==> config.mk <==
export PLATFORM = sky130hd
export DESIGN_NAME = alu_issue_stage
export DESIGN_NICKNAME = d
export VERILOG_FILES = /design/src/rtl/alu_pkg.sv /design/src/rtl/alu_ctrl_decode.sv /design/src/rtl/alu_issue_stage.sv
export SDC_FILE = /design/constraint.sdc
export NUM_CORES = 1
export LEC_CHECK = 0
export CAP_MARGIN = 20
export CORE_AREA = 2 2 134 136
export CTS_CLUSTER_DIAMETER = 40
export DETAILED_ROUTE_END_ITERATION = 7
export DIE_AREA = 0 0 136 138
export DONT_BUFFER_PORTS = 1
export PLACE_DENSITY = 0.74
export SYNTH_ARGS = -nofsm -noshare
export SYNTH_HDL_FRONTEND = slang
export SYNTH_HIERARCHICAL = 1
export SYNTH_SLANG_ARGS = --single-unit
==> constraint.sdc <==
create_clock -name clk -period 3 [get_ports clk]
set_input_delay 0.75 -clock clk [delete_from_list [all_inputs] [get_ports clk]]
set_output_delay 0.75 -clock clk [all_outputs]
set_load 0.02 [all_outputs]
==> src/rtl/alu_pkg.sv <==
// rtl/alu_pkg.sv - ALU control codes, RV32I opcode and funct3 constants
package alu_pkg;

  localparam logic [3:0] ALU_AND = 4'b0000;
  localparam logic [3:0] ALU_OR  = 4'b0001;
  localparam logic [3:0] ALU_ADD = 4'b0010;
  localparam logic [3:0] ALU_XOR = 4'b0011;
  localparam logic [3:0] ALU_SLL = 4'b0100;
  localparam logic [3:0] ALU_SRL = 4'b0101;
  localparam logic [3:0] ALU_SUB = 4'b0110;
  localparam logic [3:0] ALU_SRA = 4'b0111;
  localparam logic [3:0] ALU_NOP = 4'b1111;

  localparam logic [6:0] OP_R      = 7'b0110011;
  localparam logic [6:0] OP_I      = 7'b0010011;
  localparam logic [6:0] OP_LOAD   = 7'b0000011;
  localparam logic [6:0] OP_STORE  = 7'b0100011;
  localparam logic [6:0] OP_BRANCH = 7'b1100011;

  localparam logic [2:0] F3_ADD = 3'b000;
  localparam logic [2:0] F3_SLL = 3'b001;
  localparam logic [2:0] F3_XOR = 3'b100;
  localparam logic [2:0] F3_SR  = 3'b101;
  localparam logic [2:0] F3_OR  = 3'b110;
  localparam logic [2:0] F3_AND = 3'b111;
  localparam logic [2:0] F3_BEQ = 3'b000;
  localparam logic [2:0] F3_BNE = 3'b001;

endpackage

==> src/rtl/alu_ctrl_decode.sv <==
// rtl/alu_ctrl_decode.sv - combinational RV32I decode to ALU control and datapath selects
module alu_ctrl_decode
  import alu_pkg::*;
(
  input  logic [6:0] opcode_i,
  input  logic [2:0] funct3_i,
  input  logic       funct7_5_i,
  output logic [3:0] alu_control_o,
  output logic       use_imm_o,
  output logic       is_shift_o,
  output logic       regwrite_o,
  output logic       is_branch_o,
  output logic       branch_ne_o,
  output logic       illegal_o
);

  always_comb begin
    alu_control_o = ALU_NOP;
    use_imm_o     = 1'b0;
    is_shift_o    = 1'b0;
    regwrite_o    = 1'b0;
    is_branch_o   = 1'b0;
    branch_ne_o   = 1'b0;
    illegal_o     = 1'b0;
    case (opcode_i)
      OP_R, OP_I: begin
        regwrite_o = 1'b1;
        use_imm_o  = (opcode_i == OP_I);
        case (funct3_i)
          // Immediate form has no SUBI: bit 30 is part of the immediate there
          F3_ADD: alu_control_o = (opcode_i == OP_R && funct7_5_i) ? ALU_SUB : ALU_ADD;
          F3_SLL: begin
            alu_control_o = ALU_SLL;
            is_shift_o    = 1'b1;
          end
          F3_XOR: alu_control_o = ALU_XOR;
          F3_OR:  alu_control_o = ALU_OR;
          F3_AND: alu_control_o = ALU_AND;
          F3_SR: begin
            alu_control_o = funct7_5_i ? ALU_SRA : ALU_SRL;
            is_shift_o    = 1'b1;
          end
          default: begin
            illegal_o  = 1'b1;
            regwrite_o = 1'b0;
            use_imm_o  = 1'b0;
          end
        endcase
      end
      OP_LOAD: begin
        alu_control_o = ALU_ADD;
        use_imm_o     = 1'b1;
        regwrite_o    = 1'b1;
      end
      OP_STORE: begin
        alu_control_o = ALU_ADD;
        use_imm_o     = 1'b1;
      end
      OP_BRANCH: begin
        if (funct3_i == F3_BEQ || funct3_i == F3_BNE) begin
          alu_control_o = ALU_SUB;
          is_branch_o   = 1'b1;
          branch_ne_o   = (funct3_i == F3_BNE);
        end else begin
          illegal_o = 1'b1;
        end
      end
      default: illegal_o = 1'b1;
    endcase
  end

endmodule

==> src/rtl/alu_issue_stage.sv <==
// rtl/alu_issue_stage.sv - operand forwarding, ID/EX register and BEQ/BNE resolution
module alu_issue_stage
  import alu_pkg::*;
#(
  parameter int XLEN   = 32,
  parameter int REG_AW = 5
) (
  input  logic              clk,
  input  logic              rst,
  input  logic              in_valid,
  output logic              in_ready,
  input  logic [6:0]        opcode,
  input  logic [2:0]        funct3,
  input  logic              funct7_5,
  input  logic [REG_AW-1:0] rs1_addr,
  input  logic [REG_AW-1:0] rs2_addr,
  input  logic [REG_AW-1:0] rd_addr,
  input  logic [XLEN-1:0]   rs1_data,
  input  logic [XLEN-1:0]   rs2_data,
  input  logic [XLEN-1:0]   imm,
  input  logic [XLEN-1:0]   pc,
  input  logic              exmem_regwrite,
  input  logic              memwb_regwrite,
  input  logic [REG_AW-1:0] exmem_rd,
  input  logic [REG_AW-1:0] memwb_rd,
  input  logic [XLEN-1:0]   exmem_result,
  input  logic [XLEN-1:0]   memwb_result,
  input  logic              stall_in,
  input  logic              flush_in,
  input  logic              alu_zero,
  output logic [XLEN-1:0]   alu_a,
  output logic [XLEN-1:0]   alu_b,
  output logic [3:0]        alu_control,
  output logic              ex_valid,
  output logic              ex_regwrite,
  output logic              ex_is_branch,
  output logic              ex_branch_ne,
  output logic [REG_AW-1:0] ex_rd,
  output logic              branch_taken,
  output logic [XLEN-1:0]   branch_target,
  output logic              illegal_insn
);

  logic [3:0] dec_control;
  logic       dec_use_imm, dec_is_shift, dec_regwrite, dec_is_branch, dec_branch_ne, dec_illegal;

  alu_ctrl_decode u_decode (
    .opcode_i      (opcode),
    .funct3_i      (funct3),
    .funct7_5_i    (funct7_5),
    .alu_control_o (dec_control),
    .use_imm_o     (dec_use_imm),
    .is_shift_o    (dec_is_shift),
    .regwrite_o    (dec_regwrite),
    .is_branch_o   (dec_is_branch),
    .branch_ne_o   (dec_branch_ne),
    .illegal_o     (dec_illegal)
  );

  logic [XLEN-1:0] fwd_a, fwd_b, operand_b, operand_b_sh;

  assign fwd_a = (exmem_regwrite && exmem_rd != '0 && exmem_rd == rs1_addr) ? exmem_result :
                 (memwb_regwrite && memwb_rd != '0 && memwb_rd == rs1_addr) ? memwb_result :
                 rs1_data;
  assign fwd_b = (exmem_regwrite && exmem_rd != '0 && exmem_rd == rs2_addr) ? exmem_result :
                 (memwb_regwrite && memwb_rd != '0 && memwb_rd == rs2_addr) ? memwb_result :
                 rs2_data;
  assign operand_b    = dec_use_imm ? imm : fwd_b;
  assign operand_b_sh = dec_is_shift ? {{(XLEN-5){1'b0}}, operand_b[4:0]} : operand_b;

  logic              valid_q, regwrite_q, is_branch_q, branch_ne_q;
  logic              valid_d, regwrite_d, is_branch_d, branch_ne_d;
  logic [REG_AW-1:0] rd_q, rd_d;
  logic [XLEN-1:0]   a_q, a_d, b_q, b_d, pc_q, pc_d, imm_q, imm_d;
  logic [3:0]        control_q, control_d;
  logic              taken_q, taken_d, illegal_q, illegal_d;
  logic [XLEN-1:0]   target_q, target_d;
  logic              resolve;

  // A stalled branch cannot resolve, so it fires once on its first free cycle
  assign resolve = valid_q && is_branch_q && !stall_in && !flush_in;

  always_comb begin
    valid_d     = valid_q;
    regwrite_d  = regwrite_q;
    is_branch_d = is_branch_q;
    branch_ne_d = branch_ne_q;
    rd_d        = rd_q;
    a_d         = a_q;
    b_d         = b_q;
    pc_d        = pc_q;
    imm_d       = imm_q;
    control_d   = control_q;
    taken_d     = resolve && (alu_zero ^ branch_ne_q);
    target_d    = taken_d ? pc_q + imm_q : '0;
    illegal_d   = in_valid && dec_illegal && !stall_in && !flush_in;
    if (!flush_in && !taken_d && stall_in) begin
      // hold everything
    end else if (!flush_in && !taken_d && in_valid && !dec_illegal) begin
      valid_d     = 1'b1;
      regwrite_d  = dec_regwrite;
      is_branch_d = dec_is_branch;
      branch_ne_d = dec_branch_ne;
      rd_d        = rd_addr;
      a_d         = fwd_a;
      b_d         = operand_b_sh;
      pc_d        = pc;
      imm_d       = imm;
      control_d   = dec_control;
    end else begin
      valid_d     = 1'b0;
      regwrite_d  = 1'b0;
      is_branch_d = 1'b0;
      branch_ne_d = 1'b0;
      rd_d        = '0;
      a_d         = '0;
      b_d         = '0;
      pc_d        = '0;
      imm_d       = '0;
      control_d   = ALU_NOP;
    end
  end

  always_ff @(posedge clk) begin
    if (rst) begin
      valid_q     <= 1'b0;
      regwrite_q  <= 1'b0;
      is_branch_q <= 1'b0;
      branch_ne_q <= 1'b0;
      rd_q        <= '0;
      a_q         <= '0;
      b_q         <= '0;
      pc_q        <= '0;
      imm_q       <= '0;
      control_q   <= 4'b0000;
      taken_q     <= 1'b0;
      target_q    <= '0;
      illegal_q   <= 1'b0;
    end else begin
      valid_q     <= valid_d;
      regwrite_q  <= regwrite_d;
      is_branch_q <= is_branch_d;
      branch_ne_q <= branch_ne_d;
      rd_q        <= rd_d;
      a_q         <= a_d;
      b_q         <= b_d;
      pc_q        <= pc_d;
      imm_q       <= imm_d;
      control_q   <= control_d;
      taken_q     <= taken_d;
      target_q    <= target_d;
      illegal_q   <= illegal_d;
    end
  end

  assign in_ready      = !stall_in;
  assign alu_a         = a_q;
  assign alu_b         = b_q;
  assign alu_control   = control_q;
  assign ex_valid      = valid_q;
  assign ex_regwrite   = regwrite_q;
  assign ex_is_branch  = is_branch_q;
  assign ex_branch_ne  = branch_ne_q;
  assign ex_rd         = rd_q;
  assign branch_taken  = taken_q;
  assign branch_target = target_q;
  assign illegal_insn  = illegal_q;

endmodule
# ---- Yosys cells after proc, flatten, opt, wreduce, memory -nomap -nowiden
# Cells that the tools add are included.
dict set report totals {
  out_inout_bits 112
  reg_bits 175
  latch_bits 0
  ramBits 0
  inputBits 236
  mem_count 0
  rom_bits 0
  word_cells 95
}
dict set report op_classes {
  magnitude_cmp 0
  n_eq_ne 14
  n_shift 0
  n_div 0
  n_bitwise 2
  n_reduce_logical 31
  add_sub_neg 1
  n_mul 0
  muxes 34
}
# operator count
set op_table {}
lappend op_table {{32-bit 2-to-1 mux} 10}
lappend op_table {{32-bit adder} 1}
lappend op_table {{4-bit one-hot mux with 6 select lines} 1}
lappend op_table {{5-bit == test} 4}
lappend op_table {{1-bit logical AND} 18}
lappend op_table {{7-bit by 6-bit == test with 1-bit output (second input constant)} 2}
lappend op_table {{1-bit 2-to-1 mux} 14}
lappend op_table {{3-bit == test (second input constant)} 4}
lappend op_table {{4-bit one-hot mux with 3 select lines} 1}
lappend op_table {{5-bit nonzero test} 2}
lappend op_table {{4-bit 2-to-1 mux} 2}
lappend op_table {{2-bit OR reduction} 4}
lappend op_table {{7-bit by 2-bit == test with 1-bit output (second input constant)} 1}
lappend op_table {{7-bit by 5-bit == test with 1-bit output (second input constant)} 1}
lappend op_table {{7-bit == test (second input constant)} 1}
lappend op_table {{6-bit OR reduction} 1}
lappend op_table {{5-bit 2-to-1 mux} 1}
lappend op_table {{1-bit zero test} 4}
lappend op_table {{1-bit one-hot mux with 2 select lines} 2}
lappend op_table {{3-bit by 1-bit == test with 1-bit output (second input constant)} 1}
lappend op_table {{3-bit zero test} 1}
lappend op_table {{3-bit 2-to-1 mux} 1}
lappend op_table {{1-bit one-hot mux with 3 select lines} 1}
lappend op_table {{2-bit 2-to-1 mux} 1}
lappend op_table {{other kinds (3)} 3}

# ---- Depth between registers and ports, before layout
# Gate-level depths: netlist (run 1).
dict set report depth {
  word_depth 9
  mapped_depth 9
  mapped_depth_nobuf 9
}

# ---- By module
# The synthesis (run 1) kept the hierarchy.
# mod n_inst area_per_inst_um2 seq_area_each_um2 cells_per_inst
set modules_own_cells {}
lappend modules_own_cells {alu_issue_stage 1 9235.1 3503.4 1075}
lappend modules_own_cells {alu_ctrl_decode 1 181.4 0.0 28}

# ---- Worst setup path before layout (run 1)
# OpenSTA, ideal clock, no wires.
dict set report synth_timing {
  kind {input to register}
  from {input opcode[4]}
  to {register pc_q[10]}
  cell_stages 7
  t_arrival_ps 2415
  required_ps 2935
  slack_ps 520
  n_path_buf 2
  path_cell_list {nor4b_2 o21ai_0 nor3b_1 clkbuf_1 buf_1 a22oi_1 nor2_1}
}
dict set report synth_between {
  elab_chain_len 6
  word_cells_on_any_way 11
  cone_classes {5 x eq/ne; 2 x mux; 4 x reduce/logical}
}
# item line
set synth_rtl {}
lappend synth_rtl {{start, declared} alu_issue_stage.sv:12} ;# input logic [6:0] opcode,
lappend synth_rtl {{7-bit by 2-bit == test with 1-bit output (tied with other cells)} alu_ctrl_decode.sv:25} ;# case (opcode_i)
lappend synth_rtl {{2-bit OR reduction, on equally long branches} n/a}
lappend synth_rtl {{1-bit one-hot mux with 3 select lines (*)} alu_ctrl_decode.sv:25}
lappend synth_rtl {{via dec_illegal} alu_issue_stage.sv:45} ;# logic dec_use_imm, dec_is_shift, dec_regwrite, dec_is_branch, dec_branch_ne, dec_illegal;
lappend synth_rtl {{1-bit zero test (*)} alu_issue_stage.sv:99} ;# end else if (!flush_in && !taken_d && in_valid && !dec_illegal) begin
lappend synth_rtl {{1-bit logical AND (*)} alu_issue_stage.sv:99}
lappend synth_rtl {{32-bit 2-to-1 mux (*)} alu_issue_stage.sv:99}
lappend synth_rtl {{end signal, assigned} alu_issue_stage.sv:147} ;# pc_q <= pc_d;
lappend synth_rtl {{end, declared} alu_issue_stage.sv:74} ;# logic [XLEN-1:0] a_q, a_d, b_q, b_d, pc_q, pc_d, imm_q, imm_d;
# Mark *: on every way through the listed nets, which the timed path passes. The rest lies on a longest branch.
# A chain may end at the register's enable or synchronous reset.

# ---- Worst setup path after layout (run 1)
dict set report layout_timing {
  from {register pc_q[11]}
  to {register target_q[26] (netlist: branch_target[26])}
}
dict set report layout_between {
  elab_chain_len 1
}
# item line
set layout_rtl {}
lappend layout_rtl {{32-bit adder} alu_issue_stage.sv:95} ;# target_d = taken_d ? pc_q + imm_q : '0;
lappend layout_rtl {{end signal, assigned} alu_issue_stage.sv:151} ;# target_q <= target_d;
lappend layout_rtl {{end, declared} alu_issue_stage.sv:77} ;# logic [XLEN-1:0] target_q, target_d;
# Every way passes these cells.

==> impl_metrics.json, run 1 <==
{
  "fin_area_um2": 10200,
  "num_rows": 49,
  "routabilityCongestion": 0.978,
  "clkTransAtPathRegs_ns": 0.07,
  "dieArea_um2": 18800,
  "yosys_register_bits": 175,
  "timing.final.ws_setup_ns": 0.401,
  "synth_edf_count": 0,
  "routed_wl_um": 28700,
  "syn_inst": 1103,
  "drtPass1Iterations": 5,
  "power_w": 0.00492,
  "r2r-end": "branch_target[26]",
  "ys_seq_area_share_pct": 37.2,
  "yosys_warnings": 6,
  "die_h_um": 138,
  "r2r_start": "pc_q[11]",
  "track_usage_pct": 29.8,
  "port_buffers": 0,
  "grt_max_degree": 115,
  "synth_fa_ha_area_share_pct": 4.33,
  "synthArstFlopShare_pct": 0,
  "r2r_slack_ns": 0.40,
  "synth.area.mux_share_pct": 6.91,
  "yosys.area_share.simple_pct": 17.3,
  "critPathArrivalTime_ns": 2.97,
  "dp_slack_ns": 0.258,
  "numCtsBuffers": 17,
  "layout.nets": 1327,
  "start_kind": "flip-flop",
  "synth_cell_types": 61,
  "irDropWorstVdd_v": 0.000386,
  "relSlewSlack_pct": 56.9,
  "ctsResizeCount": 0,
  "synth-xor-area-share_pct": 4.19,
  "utilization_pct": 58.1,
  "setup_violations": 0,
  "hp-class": "in -> reg",
  "cp_data_required_time_ns": 3.37,
  "post-route-min-period_ns": 2.60,
  "post-dp-hpwl_um": 21600,
  "clock-root-buffer": "clkbuf_16",
  "holdPathStages": 1,
  "cts_tree": "built",
  "synth_top_family_by_area": "compound AO/OA/AOI/OAI gates",
  "pin_count": 348,
  "final_antenna_net_count": 0,
  "critPathKind": "reg -> reg",
  "postCtsSetupBuffers": 0,
  "path_max_fanout": 7,
  "rsz0062_at_grt": "false",
  "dominantRegCellSynth": "dfxtp_1",
  "finalCritPeriodShare_pct": 86.6,
  "clkLatencyLatePin_ns": 0.43,
  "coreArea_um2": 17500,
  "grt_pass1_vias": 7936,
  "setup_tns_ns": 0,
  "avgSynthCellArea_um2": 8.54,
  "p_leak_nw": 3.57,
  "synth_compound_area_share_pct": 25.6,
  "vias": 8410,
  "status": "complete, no violations",
  "power_density_nw_per_um2": 482,
  "cap_violations": 0,
  "drc": 0,
  "wire_per_inst_um": 22.0,
  "place_area_um2": 9580,
  "viasPerCell": 6.46,
  "dieWidth_um": 136,
  "holdCritStartpoint": "rst",
  "initial_core_util_pct": 53.7,
  "hold_viol_final": 0,
  "area_delta_synth_final_pct": 8.26,
  "htree_levels": 4,
  "clockBufferDepth": 2,
  "drt_iter0_drc": 642,
  "n_antenna_cell": 0,
  "grt_pass1_wl_um": 43900,
  "tightest_slew_ns": 0.642,
  "cts_hold_buf": 0,
  "max_freq_mhz": 385,
  "min_to": "ex_rd[2]",
  "end_kind": "flip-flop",
  "fin_worst_skew_ns": 0.0139,
  "overflow": 0,
  "mappedNetlistArea_um2": 9420,
  "maxSlewViolCount": 0,
  "syn_nets": 1371,
  "final_layout_size_suffix_gt1_share_pct": 8.49,
  "cts_sinks": 175,
  "antenna_found_initial": 0,
  "reg2reg_depth": 8
}
Yosys cell counts, types with 21 or more instances:
master	n	area, um2
a211oi_1	36	270
a21oi_1	75	375
a221oi_1	24	210
a22o_1	32	280
a22oi_1	73	548
clkbuf_1	52	195
dfxtp_1	175	3500
ha_1	31	388
mux2i_1	65	651
nand2_1	70	263
nor2_1	164	616
nor3_1	36	180
o21ai_0	48	240
xnor2_1	24	210
xor2_1	21	184
cells in the final DEF (no fill, tap or decap), types with 5 or more instances in the layout:
cell type	Yosys	layout
inv_6	0	5
nand2_1	70	70
nor2_1	164	160
nor3_2	8	8
xnor2_1	24	24
a21o_1	6	6
a221oi_2	8	8
o31ai_1	5	5
nor3_1	36	36
a221oi_1	24	24
xor2_1	21	21
dfxtp_1	175	175
o21ai_1	12	12
clkbuf_16	0	17
nand2b_1	5	5
a22o_1	32	32
a22oi_1	73	73
o21ai_0	48	48
and2_1	5	5
buf_12	0	7
nand4_1	10	10
a211oi_1	36	36
ha_1	31	31
a21oi_1	75	75
buf_4	4	9
nand3_1	16	16
mux2i_1	65	65
inv_1	13	13
where the power goes:
group	internal, W	total (W)	switching, W	leakage (nW)
clock	0.00135	0.00233	0.000982	0.302
combinational	0.000111	0.000248	0.000137	1.86
sequential	0.00233	0.00234	0.0000112	1.41
sequential cells by signal, summed over array words and instances, names as in the netlist:
name           flops
pc_q              32
alu_control        4
ex_valid           1
alu_b             32
imm_q             32
ex_branch_ne       1
ex_regwrite        1
branch_target     32
branch_taken       1
illegal_insn       1
ex_rd              5
ex_is_branch       1
alu_a             32
kinds of logic after synthesis:
family,count (synthesis)
and+or+nand+nor,348
AOI/OAI and AO/OA,346
DFF,175
adders and majority gates,32
muxes,65
xor gates and xnor gates,45
buffers and inverters,92
area by class of cell:
| cell class | instances | area, um2 |
|---|---|---|
| Timing Repair Buffer | 16 | 208 |
| Clock buffer | 18 | 439 |
| Clock inverter | 14 | 178 |
| Sequential cell | 175 | 3500 |
| Fill cell | 1580 | 7340 |
| Multi-Input combinational cell | 836 | 5530 |
| Tap cell | 229 | 287 |
| Inverter | 13 | 48.8 |
metal layers:
layer  routed length, um  share of wire (%)  up-vias  global-route usage, %
met5                   0                  0        -                      0
met4                1140                4.0        0                   12.9
met2               13300                 46      418                   47.0
met3                2420                8.5       82                   7.52
met1               11800                 41     3907                   38.6
li1                    -                  -     4003                      -
critical path, stage by stage (launching register included):
cell and delay (ns):
dfxtp_1 0.33, ha_1 0.42, nand4_1 0.23, nor3_1 0.31, a211oi_1 0.13, a21oi_1 0.50, nand4_1 0.25, a211o_1 0.31
nand2_1 0.05
how the worst max path moves through the flow:
stage | from | to | slack (ns) | cells after the start
4_1_cts | pc_q[0] | branch_target[20] | 0.43 | 9
5_1_grt | pc_q[0] | branch_target[20] | 0.27 | 9
6_report | pc_q[11] | branch_target[26] | 0.40 | 8
3_3_place_gp | memwb_rd[4] | alu_b[9] | 0.31 | 8
3_5_place_dp | memwb_rd[4] | alu_b[26] | 0.26 | 8
2_1_floorplan | opcode[4] | pc_q[10] | 0.52 | 7
per-stage QoR:
stage | cells | hold WS [ns]
after global placement | 1269 | 0.496
after CTS | 1301 | 0.374
after floorplan | 1103 | 0.481
after global routing | 1301 | 0.374
final | 1301 | 0.394
after detailed placement | 1269 | 0.507
(Power assumes the default switching activity.)
==> inputs of run 2 (changes only) <==
--- a/config.mk
+++ b/config.mk
@@ -12,6 +12,7 @@
 export DIE_AREA = 0 0 136 138
 export DONT_BUFFER_PORTS = 1
 export PLACE_DENSITY = 0.74
+export SLEW_MARGIN = 20
 export SYNTH_ARGS = -nofsm -noshare
 export SYNTH_HDL_FRONTEND = slang
 export SYNTH_HIERARCHICAL = 1
==> results of run 2 <==
Final layout, timing and power as in run 1 (identical DEF).
==> inputs of run 3 (changes only) <==
--- a/config.mk
+++ b/config.mk
@@ -6,12 +6,13 @@
 export NUM_CORES = 1
 export LEC_CHECK = 0
 export CAP_MARGIN = 20
-export CORE_AREA = 2 2 134 136
+export CORE_ASPECT_RATIO = 1.1
+export CORE_UTILIZATION = 49
+export CTS_BUF_LIST = sky130_fd_sc_hd__clkbuf_2 sky130_fd_sc_hd__clkbuf_4 sky130_fd_sc_hd__clkbuf_8
 export CTS_CLUSTER_DIAMETER = 40
 export DETAILED_ROUTE_END_ITERATION = 7
-export DIE_AREA = 0 0 136 138
 export DONT_BUFFER_PORTS = 1
-export PLACE_DENSITY = 0.74
+export PLACE_DENSITY = 0.68
 export SLEW_MARGIN = 20
 export SYNTH_ARGS = -nofsm -noshare
 export SYNTH_HDL_FRONTEND = slang
==> run 3 against run 2 <==
  * Core utilization fell by 4.5 points
  * Sequential share of layout area grew 0.74 points
  * Total power shrank 14%
  * Flip-flop and latch count is the same
  * Final cell count increased by 1.2%
  * Non-clock buffer count rose by 1
  * Die area up 5.4%
  * Maximum frequency down 8.2%
  * Largest cell class unchanged
==> impl_metrics.json, run 3 (same netlist as run 1, synthesis figures left out) <==
{
  "status": "complete, no violations",
  "overflow": 0,
  "end_kind": "flip-flop",
  "routed_wl_um": 28700,
  "start_kind": "flip-flop",
  "cap_violations": 0,
  "grt_pass1_wl_um": 43500,
  "path_max_fanout": 5,
  "crit_path_cell_trace": "ha_1 -> fa_1 -> a21o_1 -> a31o_2 -> a211oi_1 -> a21oi_1 -> and3_1 -> o21a_1 -> nor3_1",
  "cts_sinks": 175,
  "cpPeakStageDelay_ns": 0.42,
  "numCtsBuffers": 17,
  "track_usage_pct": 28.4,
  "post-route-min-period_ns": 2.83,
  "rsz0062_at_grt": "false",
  "num_rows": 52,
  "p_sw_w": 0.00105,
  "r2r_slack_ns": 0.17,
  "setup_violations": 0,
  "final_layout_size_suffix_gt1_share_pct": 8.57,
  "post-dp-hpwl_um": 21700,
  "relSlewSlack_pct": 29.4,
  "die_h_um": 147,
  "r2r-end": "branch_target[30]",
  "area_delta_synth_final_pct": 5.98,
  "cp_data_required_time_ns": 3.34,
  "max_freq_mhz": 353,
  "initial_core_util_pct": 50.6,
  "grt_max_degree": 115,
  "grt_pass1_vias": 7782,
  "ctsResizeCount": 0,
  "fillCellCount": 1808,
  "crit_end": "branch_target[30]",
  "power_density_nw_per_um2": 426,
  "dieWidth_um": 134,
  "coreArea_um2": 18600,
  "vias": 8306,
  "clkLatencyLatePin_ns": 0.48,
  "tightest_slew_ns": 1.05,
  "fin_worst_skew_ns": 0.0133,
  "pwr-share-comb_pct": 5.8,
  "pin_count": 348,
  "postCtsSetupBuffers": 0,
  "layout.nets": 1328,
  "critPathKind": "reg -> reg",
  "power_w": 0.00425,
  "final_common_cell": "dfxtp_1",
  "switching_share_pct": 24.7,
  "irDropWorstVdd_v": 0.000253,
  "final_antenna_net_count": 0,
  "wire_per_inst_um": 21.8,
  "routabilityCongestion": 0.925,
  "dieArea_um2": 19800,
  "drc": 0,
  "multi_input_area_um2": 5530,
  "clkTransAtPathRegs_ns": 0.09,
  "cts_tree": "built",
  "cts_hold_buf": 0,
  "reg2reg_depth": 9,
  "drt_iter0_drc": 501,
  "r2r_start": "pc_q[0]",
  "seqPwrFrac_pct": 55.0,
  "power_frac_clock_pct": 39.2,
  "viasPerCell": 6.31,
  "cpMaxStageDelayCell": "fa_1",
  "drtPass1Iterations": 7,
  "clockBufferDepth": 2,
  "p_leak_nw": 3.46,
  "antenna_found_initial": 1,
  "htree_levels": 4,
  "port_buffers": 0,
  "utilization_pct": 53.6,
  "hp-class": "in -> reg",
  "hold_viol_final": 0,
  "maxSlewViolCount": 0,
  "seq_area_um2": 3500,
  "finalCritPeriodShare_pct": 94.3,
  "critPathArrivalTime_ns": 3.17,
  "most-common-layout-cells": "dfxtp_1, nor2_1, a21oi_1",
  "worstSetupStartpoint": "pc_q[0]",
  "intPower_w": 0.00320,
  "clock-root-buffer": "clkbuf_8"
}
==> run 3: cell count changes in the layout (fill, tap and decap cells not counted), moves of 2 or more <==
cell	delta
clkbuf_8	+20
clkbuf_16	-17
inv_6	-4
buf_4	+3
clkinvlp_4	+3
buf_12	-2
bufinv_16	-2
==> run 3: power groups by stage <==
stage	Sequential, W	Clock (W)	Combinational, W
2_1_floorplan	0.00239	0	0.000223
3_3_place_gp	0.00239	0	0.000242
3_5_place_dp	0.00239	0	0.000247
4_1_cts	0.00234	0.00170	0.000247
5_1_grt	0.00234	0.00179	0.000273
6_report	0.00234	0.00167	0.000247
==> run 3: per-stage QoR <==
step                setup WS, ns  std cells  TNS [ns]  cell area, um2  hold slack [ns]
floorplan                  0.520       1103         0            9420            0.481
global route               0.116       1317         0            9980            0.306
global placement         -0.0960       1283    -0.960            9570            0.493
detailed placement        -0.160       1283     -2.24            9570            0.507
finish                     0.170       1317         0            9980            0.347
CTS                        0.229       1315         0            9970            0.311
==> run 3: cell type report <==
class                           instances  area share, %
Antenna cell                            1         0.0251
Multi-Input combinational cell        836           55.4
Tap cell                              243           3.05
Timing Repair Buffer                   17           1.91
Sequential cell                       175           35.1
Clock inverter                         10           1.03
Clock buffer                           22           2.97
Inverter                               13          0.489
==> run 3: critical path: cells and delay by family, from the launching register on <==
family	cells	cell delay (ns)
adder cells (fa/ha/maj)	2	0.65
AND/OR/NAND/NOR	2	0.56
flip-flops	1	0.35
AO/OA/AOI/OAI	5	1.15
==> run 3: worst min path at each step <==
stage | startpoint | to | slack [ns] | depth (start not counted)
finish | rst | ex_rd[1] | 0.35 | 1
floorplan | imm_q[0] | imm_q[0] | 0.48 | 2
global route | rst | pc_q[4] | 0.31 | 1
CTS | rst | alu_b[3] | 0.31 | 1
global placement | imm_q[16] | imm_q[16] | 0.49 | 2
detailed placement | pc_q[30] | pc_q[30] | 0.51 | 2
==> run 3: routing by layer <==
layer | track usage, % | vias to the layer above | wire length, um
met2 | 46.4 | 359 | 13700
li1 | - | 3986 | -
met4 | 12.1 | 0 | 1020
met3 | 8.30 | 57 | 2330
met1 | 34.6 | 3904 | 11700
met5 | 0 | - | 0
